<file path="config.mk">
export PLATFORM = sky130hd
export DESIGN_NAME = reg_writeback_ctrl_flat
export DESIGN_NICKNAME = d
export VERILOG_FILES = /design/src/rtl/reg_writeback_ctrl_if.sv /design/src/rtl/reg_writeback_ctrl.sv /design/src/flat_wrapper.sv
export SDC_FILE = /design/constraint.sdc
export NUM_CORES = 1
export LEC_CHECK = 0
export ABC_AREA = 1
export ABC_CLOCK_PERIOD_IN_PS = 8800
export BUFFER_PORTS_ARGS = -buffer_cell sky130_fd_sc_hd__buf_2
export CAP_MARGIN = 5
export CORE_MARGIN = 2
export CORE_UTILIZATION = 50
export DETAILED_ROUTE_END_ITERATION = 10
export PLACE_DENSITY = 0.72
export REMOVE_ABC_BUFFERS = 1
export SYNTH_ARGS = -nofsm -noshare
export SYNTH_HDL_FRONTEND = slang
export SYNTH_SLANG_ARGS = --single-unit
</file>
<file path="constraint.sdc">
create_clock -name CLK -period 8.8 [get_ports CLK]
set_input_delay 1.76 -clock CLK [delete_from_list [all_inputs] [get_ports CLK]]
set_output_delay 1.76 -clock CLK [all_outputs]
set_load 0.03 [all_outputs]
</file>
<file path="src/rtl/reg_writeback_ctrl_if.sv">
// reg_writeback_ctrl_if
//   Bundles the execute-side, issue-side and register-file-side signals of the
//   write-back controller.
//   master : drives ALU / long-latency results, issue info and check addresses
//            (the execute/issue side, or a testbench).
//   slave  : the write-back controller itself; returns LL_READY, HAZ_A/HAZ_B
//            and the registered register-file write port WE/ADD_D/REG_D.
interface reg_writeback_ctrl_if;
  logic        ALU_WE;
  logic [4:0]  ALU_RD;
  logic [31:0] ALU_DATA;
  logic        LL_VALID;
  logic [4:0]  LL_RD;
  logic [31:0] LL_DATA;
  logic        LL_READY;
  logic        ISS_VALID;
  logic [4:0]  ISS_RD;
  logic [4:0]  CHK_A;
  logic [4:0]  CHK_B;
  logic        HAZ_A;
  logic        HAZ_B;
  logic        WE;
  logic [4:0]  ADD_D;
  logic [31:0] REG_D;

  modport master (
    output ALU_WE, ALU_RD, ALU_DATA, LL_VALID, LL_RD, LL_DATA,
           ISS_VALID, ISS_RD, CHK_A, CHK_B,
    input  LL_READY, HAZ_A, HAZ_B, WE, ADD_D, REG_D
  );

  modport slave (
    input  ALU_WE, ALU_RD, ALU_DATA, LL_VALID, LL_RD, LL_DATA,
           ISS_VALID, ISS_RD, CHK_A, CHK_B,
    output LL_READY, HAZ_A, HAZ_B, WE, ADD_D, REG_D
  );
endinterface

</file>
<file path="src/rtl/reg_writeback_ctrl.sv">
// reg_writeback_ctrl
//   Owns the single write port of the 32x32 register file. ALU results take
//   the write slot directly; long-latency results queue in a DEPTH-entry FIFO
//   and drain whenever the ALU does not claim the slot. A pending-write
//   scoreboard plus the in-flight write drives the RAW hazard outputs.
// Ports:
//   CLK  - clock, rising edge
//   RST  - asynchronous active-high reset
//   bus  - slave side of reg_writeback_ctrl_if (results in, LL_READY,
//          HAZ_A/HAZ_B, registered WE/ADD_D/REG_D out)
module reg_writeback_ctrl #(
  parameter int DEPTH = 2
) (
  input  logic               CLK,
  input  logic               RST,
  reg_writeback_ctrl_if.slave bus
);
  localparam int PW = (DEPTH > 1) ? $clog2(DEPTH) : 1;

  logic [DEPTH-1:0][4:0]  buf_rd_q, buf_rd_d;
  logic [DEPTH-1:0][31:0] buf_data_q, buf_data_d;
  logic [PW-1:0]          wr_ptr_q, wr_ptr_d;
  logic [PW-1:0]          rd_ptr_q, rd_ptr_d;
  logic [PW:0]            cnt_q, cnt_d;
  logic [31:0]            pend_q, pend_d;
  logic                   we_q, we_d;
  logic [4:0]             add_q, add_d;
  logic [31:0]            reg_q, reg_d;

  logic alu_wr, ll_ready, push, pop;

  // Writes to x0 never occupy the slot, so the buffer can drain that cycle.
  assign alu_wr   = bus.ALU_WE && (bus.ALU_RD != 5'd0);
  // Depends on state only: a full buffer refuses even when it pops.
  assign ll_ready = cnt_q < (PW+1)'(DEPTH);
  assign pop      = !alu_wr && (cnt_q != '0);
  // x0 results are accepted but dropped.
  assign push     = bus.LL_VALID && ll_ready && (bus.LL_RD != 5'd0);

  always_comb begin
    buf_rd_d   = buf_rd_q;
    buf_data_d = buf_data_q;
    wr_ptr_d   = wr_ptr_q;
    rd_ptr_d   = rd_ptr_q;
    pend_d     = pend_q;
    we_d       = 1'b0;
    add_d      = add_q;
    reg_d      = reg_q;

    if (alu_wr) begin
      we_d  = 1'b1;
      add_d = bus.ALU_RD;
      reg_d = bus.ALU_DATA;
    end else if (pop) begin
      we_d                     = 1'b1;
      add_d                    = buf_rd_q[rd_ptr_q];
      reg_d                    = buf_data_q[rd_ptr_q];
      rd_ptr_d                 = rd_ptr_q + 1'b1;
      pend_d[buf_rd_q[rd_ptr_q]] = 1'b0;
    end

    if (push) begin
      buf_rd_d[wr_ptr_q]   = bus.LL_RD;
      buf_data_d[wr_ptr_q] = bus.LL_DATA;
      wr_ptr_d             = wr_ptr_q + 1'b1;
    end

    cnt_d = cnt_q + (PW+1)'(push) - (PW+1)'(pop);

    // Set after clear so a same-cycle issue to the popped register wins.
    if (bus.ISS_VALID && (bus.ISS_RD != 5'd0)) pend_d[bus.ISS_RD] = 1'b1;
    pend_d[0] = 1'b0;
  end

  always_ff @(posedge CLK or posedge RST) begin
    if (RST) begin
      buf_rd_q   <= '0;
      buf_data_q <= '0;
      wr_ptr_q   <= '0;
      rd_ptr_q   <= '0;
      cnt_q      <= '0;
      pend_q     <= '0;
      we_q       <= 1'b0;
      add_q      <= 5'd0;
      reg_q      <= 32'd0;
    end else begin
      buf_rd_q   <= buf_rd_d;
      buf_data_q <= buf_data_d;
      wr_ptr_q   <= wr_ptr_d;
      rd_ptr_q   <= rd_ptr_d;
      cnt_q      <= cnt_d;
      pend_q     <= pend_d;
      we_q       <= we_d;
      add_q      <= add_d;
      reg_q      <= reg_d;
    end
  end

  // In-flight term: the file only updates at the next edge, so a read of the
  // register being written this cycle still sees stale data.
  assign bus.HAZ_A    = (bus.CHK_A != 5'd0) &&
                        (pend_q[bus.CHK_A] || (we_q && (add_q == bus.CHK_A)));
  assign bus.HAZ_B    = (bus.CHK_B != 5'd0) &&
                        (pend_q[bus.CHK_B] || (we_q && (add_q == bus.CHK_B)));
  assign bus.LL_READY = ll_ready;
  assign bus.WE       = we_q;
  assign bus.ADD_D    = add_q;
  assign bus.REG_D    = reg_q;
endmodule
</file>
<file path="src/flat_wrapper.sv">
// flat-port wrapper written by rule: the top's interface ports become plain ports
module reg_writeback_ctrl_flat 
#(
  parameter int DEPTH = 2
)
  (CLK, RST, bus_ALU_WE, bus_ALU_RD, bus_ALU_DATA, bus_LL_VALID, bus_LL_RD, bus_LL_DATA, bus_ISS_VALID, bus_ISS_RD, bus_CHK_A, bus_CHK_B, bus_LL_READY, bus_HAZ_A, bus_HAZ_B, bus_WE, bus_ADD_D, bus_REG_D);
  reg_writeback_ctrl_if bus_i ();
  input  logic CLK;
  input  logic RST;
  input wire logic [$bits(bus_i.ALU_WE)-1:0] bus_ALU_WE;
  input wire logic [$bits(bus_i.ALU_RD)-1:0] bus_ALU_RD;
  input wire logic [$bits(bus_i.ALU_DATA)-1:0] bus_ALU_DATA;
  input wire logic [$bits(bus_i.LL_VALID)-1:0] bus_LL_VALID;
  input wire logic [$bits(bus_i.LL_RD)-1:0] bus_LL_RD;
  input wire logic [$bits(bus_i.LL_DATA)-1:0] bus_LL_DATA;
  input wire logic [$bits(bus_i.ISS_VALID)-1:0] bus_ISS_VALID;
  input wire logic [$bits(bus_i.ISS_RD)-1:0] bus_ISS_RD;
  input wire logic [$bits(bus_i.CHK_A)-1:0] bus_CHK_A;
  input wire logic [$bits(bus_i.CHK_B)-1:0] bus_CHK_B;
  output wire logic [$bits(bus_i.LL_READY)-1:0] bus_LL_READY;
  output wire logic [$bits(bus_i.HAZ_A)-1:0] bus_HAZ_A;
  output wire logic [$bits(bus_i.HAZ_B)-1:0] bus_HAZ_B;
  output wire logic [$bits(bus_i.WE)-1:0] bus_WE;
  output wire logic [$bits(bus_i.ADD_D)-1:0] bus_ADD_D;
  output wire logic [$bits(bus_i.REG_D)-1:0] bus_REG_D;
  assign bus_i.ALU_WE = bus_ALU_WE;
  assign bus_i.ALU_RD = bus_ALU_RD;
  assign bus_i.ALU_DATA = bus_ALU_DATA;
  assign bus_i.LL_VALID = bus_LL_VALID;
  assign bus_i.LL_RD = bus_LL_RD;
  assign bus_i.LL_DATA = bus_LL_DATA;
  assign bus_i.ISS_VALID = bus_ISS_VALID;
  assign bus_i.ISS_RD = bus_ISS_RD;
  assign bus_i.CHK_A = bus_CHK_A;
  assign bus_i.CHK_B = bus_CHK_B;
  assign bus_LL_READY = bus_i.LL_READY;
  assign bus_HAZ_A = bus_i.HAZ_A;
  assign bus_HAZ_B = bus_i.HAZ_B;
  assign bus_WE = bus_i.WE;
  assign bus_ADD_D = bus_i.ADD_D;
  assign bus_REG_D = bus_i.REG_D;
  reg_writeback_ctrl #(.DEPTH(DEPTH)) u_core (.CLK(CLK), .RST(RST), .bus(bus_i));
endmodule
</file>
==> flow_metrics.tcl <==
set metrics [dict create \
    outcome "finished clean" \
    r2r_end "u_core.pend_q[14]" \
    period_share_pct 56.8 \
    synth.area.top_cells "dfrtp_1 (52%), nand2_1 (13%), o21ai_0 (8.8%)" \
    avgSynthCellArea_um2 8.18 \
    placed_area_mm2 0.00781 \
    place_congestion 0.907 \
    yosysTopAreaCell "dfrtp_1" \
    p_int_mw 1.85 \
    antenna_cells 0 \
    async_reset_ff_share_pct 100 \
    crit_type "primary input to output pin" \
    clockPowerShare_pct 25.6 \
    clock_latency_ns 0.42 \
    use_met1_pct 35.9 \
    synth_edf_count 0 \
    postCtsSetupRepairBufs 0 \
    grt_pass1_vias 5926 \
    syn_area_mm2 0.00704 \
    die_y_um 123 \
    start_util_pct 50.9 \
    critPathLaunchType "primary input" \
    whs_path_depth 2 \
    drive_gt1_share_pct 18.8 \
    ctsResizeCount 0 \
    slew_headroom_pct 27.2 \
    crit_fanout 15 \
    hold_slack_ns 0.477 \
    p_seq_share_pct 40.1 \
    yosysSeqAreaShare_pct 52.2 \
    syn2layout_area_growth_pct 20.2 \
    crit_arrival_ns 3.24 \
    cap_violations 0 \
    comb_power_share_pct 34.3 \
    ys_top_cells_by_count "nand2_1 (241), dfrtp_1 (147), o21ai_0 (124), inv_1 (88), nor2_1 (53)" \
    die_x_um 123 \
    final-setup-viol-count 0 \
    final_util_pct 61.2 \
    synthFlopType "dfrtp_1" \
    min_to "u_core.buf_rd_q[6]" \
    setup_tns_ns 0 \
    postRouteAntennaNets 0 \
    drv_slew 0 \
    ir_worst_vdd_mv 0.180 \
    drt_wl_total_um 18600 \
    clkTransAtPathRegs_ns 0.06 \
    rrSetupSlack_ns 5.94 \
    end_kind "output pin" \
    hold_viol_final 0 \
    gr-usage-met3_pct 5.72 \
    p_sw_share_pct 40.0 \
    yosysMostFrequentCell "nand2_1" \
    synth_warnings 0 \
    overflow 0 \
    top_usage_layer "met2" \
    fin_area_mm2 0.00846 \
    fin_worst_skew_ns 0.0111 \
    antenna_found_initial 1 \
    startpoint "bus_CHK_B[0]" \
    avgViaCountPerCell 5.36 \
    ys_ff_latch 147 \
    r2r_cells 6 \
    synth_top_area_share_pct 52.2 \
    drc 0 \
    worst_pin_slew_ns 1.09 \
    port_buffers 134 \
    grt_use_total_pct 25.5 \
    fmax_mhz 200 \
    worstHoldPathType "flop to flop" \
    vias 6294 \
    layout_min_cycle_time_ns 5.00 \
    final_nets 1077 \
    ctsHoldBuffers 0 \
    synth_cell_types 32 \
    worst_ep_required_time_ns 7.04 \
    grt_pass1_wl_um 29600 \
    rsz0062_at_grt "no" \
    clk_path_buf_depth 2 \
    netlist_instances 861 \
    cts_buffers 17 \
    grt_start_max_net_pins 83 \
    hp-start "u_core.buf_rd_q[6]" \
    drtPass1Iterations 6 \
    switchingPower_mw 1.23 \
    wl_per_cell_um 15.9 \
    power_leakage_nw 4.28 \
    ios 135 \
    cts_tree "built" \
    die_area_mm2 0.0150 \
    power.density_mw_per_mm2 364 \
    clockRootBuffer "clkbuf_16" \
    grt_use_met2_pct 38.9 \
    h-tree-depth 4 \
    total_power_mw 3.08 \
    dr.first_iter.drc_count 608 \
    fill_cells 1255 \
    r2r-start "u_core.rd_ptr_q" \
    core_area_mm2 0.0138 \
    fp-row-count 43 \
    dp_hpwl_um 12600 \
    cts_sinks 147 \
]
[critical path, stage by stage]
cell and delay, ns:
buf_2 0.23, inv_1 0.25, nor2_1 0.30, nand2_1 0.10
nand3_1 0.09, nand3_1 0.07, nand2_1 0.07, nand2_1 0.04
nand3_1 0.07, nand2_1 0.05, inv_1 0.04, buf_2 0.18
[routing by layer]
layer	vias to the layer above	wire, µm
met2	199	8570
met5	-	13
li1	3075	-
met3	40	1100
met4	2	386
met1	2978	8570
[area by class of cell]
cell class                 count  area (µm²)  share of cell area [%]
sequential                   147        3680                    43.5
timing repair buffer         140         716                    8.46
inverter                      93         354                    4.18
multi-input combinational    582        2830                    33.5
clock inverter                10         171                    2.03
tap                          180         225                    2.66
clock buffer                  22         484                    5.72
[logic make-up (layout without fill, tap and decap cells)]
group                    Yosys count  count (layout)  synth area share, %
buffers and inverters            132             265                 7.54
AO/OA/AOI/OAI                    200             200                 16.2
adder cells (fa/ha/maj)            2               2                0.355
XOR/XNOR                           4               4                0.498
AND/OR/NAND/NOR                  359             359                 20.8
multiplexers                      17              17                 2.42
flip-flops                       147             147                 52.2
[flip-flops by register name, indices dropped and copies added (netlist names)]
register	cells
u_core.buf_data_q	64
u_core.wr_ptr_q	1
u_core.bus.WE	1
u_core.pend_q	31
u_core.bus.ADD_D	5
u_core.rd_ptr_q	1
u_core.cnt_q	2
u_core.bus.REG_D	32
u_core.buf_rd_q	10
[worst max path at each step]
stage | depth (start not counted) | end
after floorplan | 1 | u_core.buf_data_q[0]
after global placement | 12 | bus_HAZ_B
after detailed placement | 10 | bus_HAZ_A
after CTS | 10 | bus_HAZ_A
after global routing | 12 | bus_HAZ_B
final | 12 | bus_HAZ_B
[power groups by stage]
stage	Clock (mW)	Combinational [mW]	Sequential, mW
3_3_place_gp	0	1.03	1.23
2_1_floorplan	0	0.607	1.31
4_1_cts	0.799	1.06	1.23
3_5_place_dp	0	1.05	1.23
5_1_grt	0.827	1.18	1.27
6_report	0.790	1.06	1.24
[cells in the final DEF, fill, tap and decap left out, drive strengths merged]
| cell type | synthesis | layout |
|---|---|---|
| nor2 | 56 | 56 |
| xor2 | 3 | 3 |
| clkinvlp | 0 | 1 |
| nand2 | 242 | 242 |
| o211ai | 21 | 21 |
| mux2i | 17 | 17 |
| o311ai | 15 | 15 |
| clkbuf | 16 | 22 |
| buf | 23 | 140 |
| or2 | 5 | 5 |
| clkinv | 1 | 5 |
| xnor2 | 1 | 1 |
| inv | 92 | 93 |
| dfrtp | 147 | 147 |
| bufinv | 0 | 4 |
| nand4 | 6 | 6 |
| o221ai | 3 | 3 |
| ha | 2 | 2 |
| a21oi | 12 | 12 |
| o22ai | 5 | 5 |
| nor3 | 2 | 2 |
| nand3 | 48 | 48 |
| o21ai | 144 | 144 |
[through the flow]
stage | cells | worst slack, ns
6_report | 1174 | 3.80
3_5_place_dp | 1142 | 3.83
2_1_floorplan | 822 | 3.09
3_3_place_gp | 1142 | 3.83
4_1_cts | 1174 | 3.83
5_1_grt | 1174 | 3.61
Note: power is estimated with default switching activity, not from simulation.
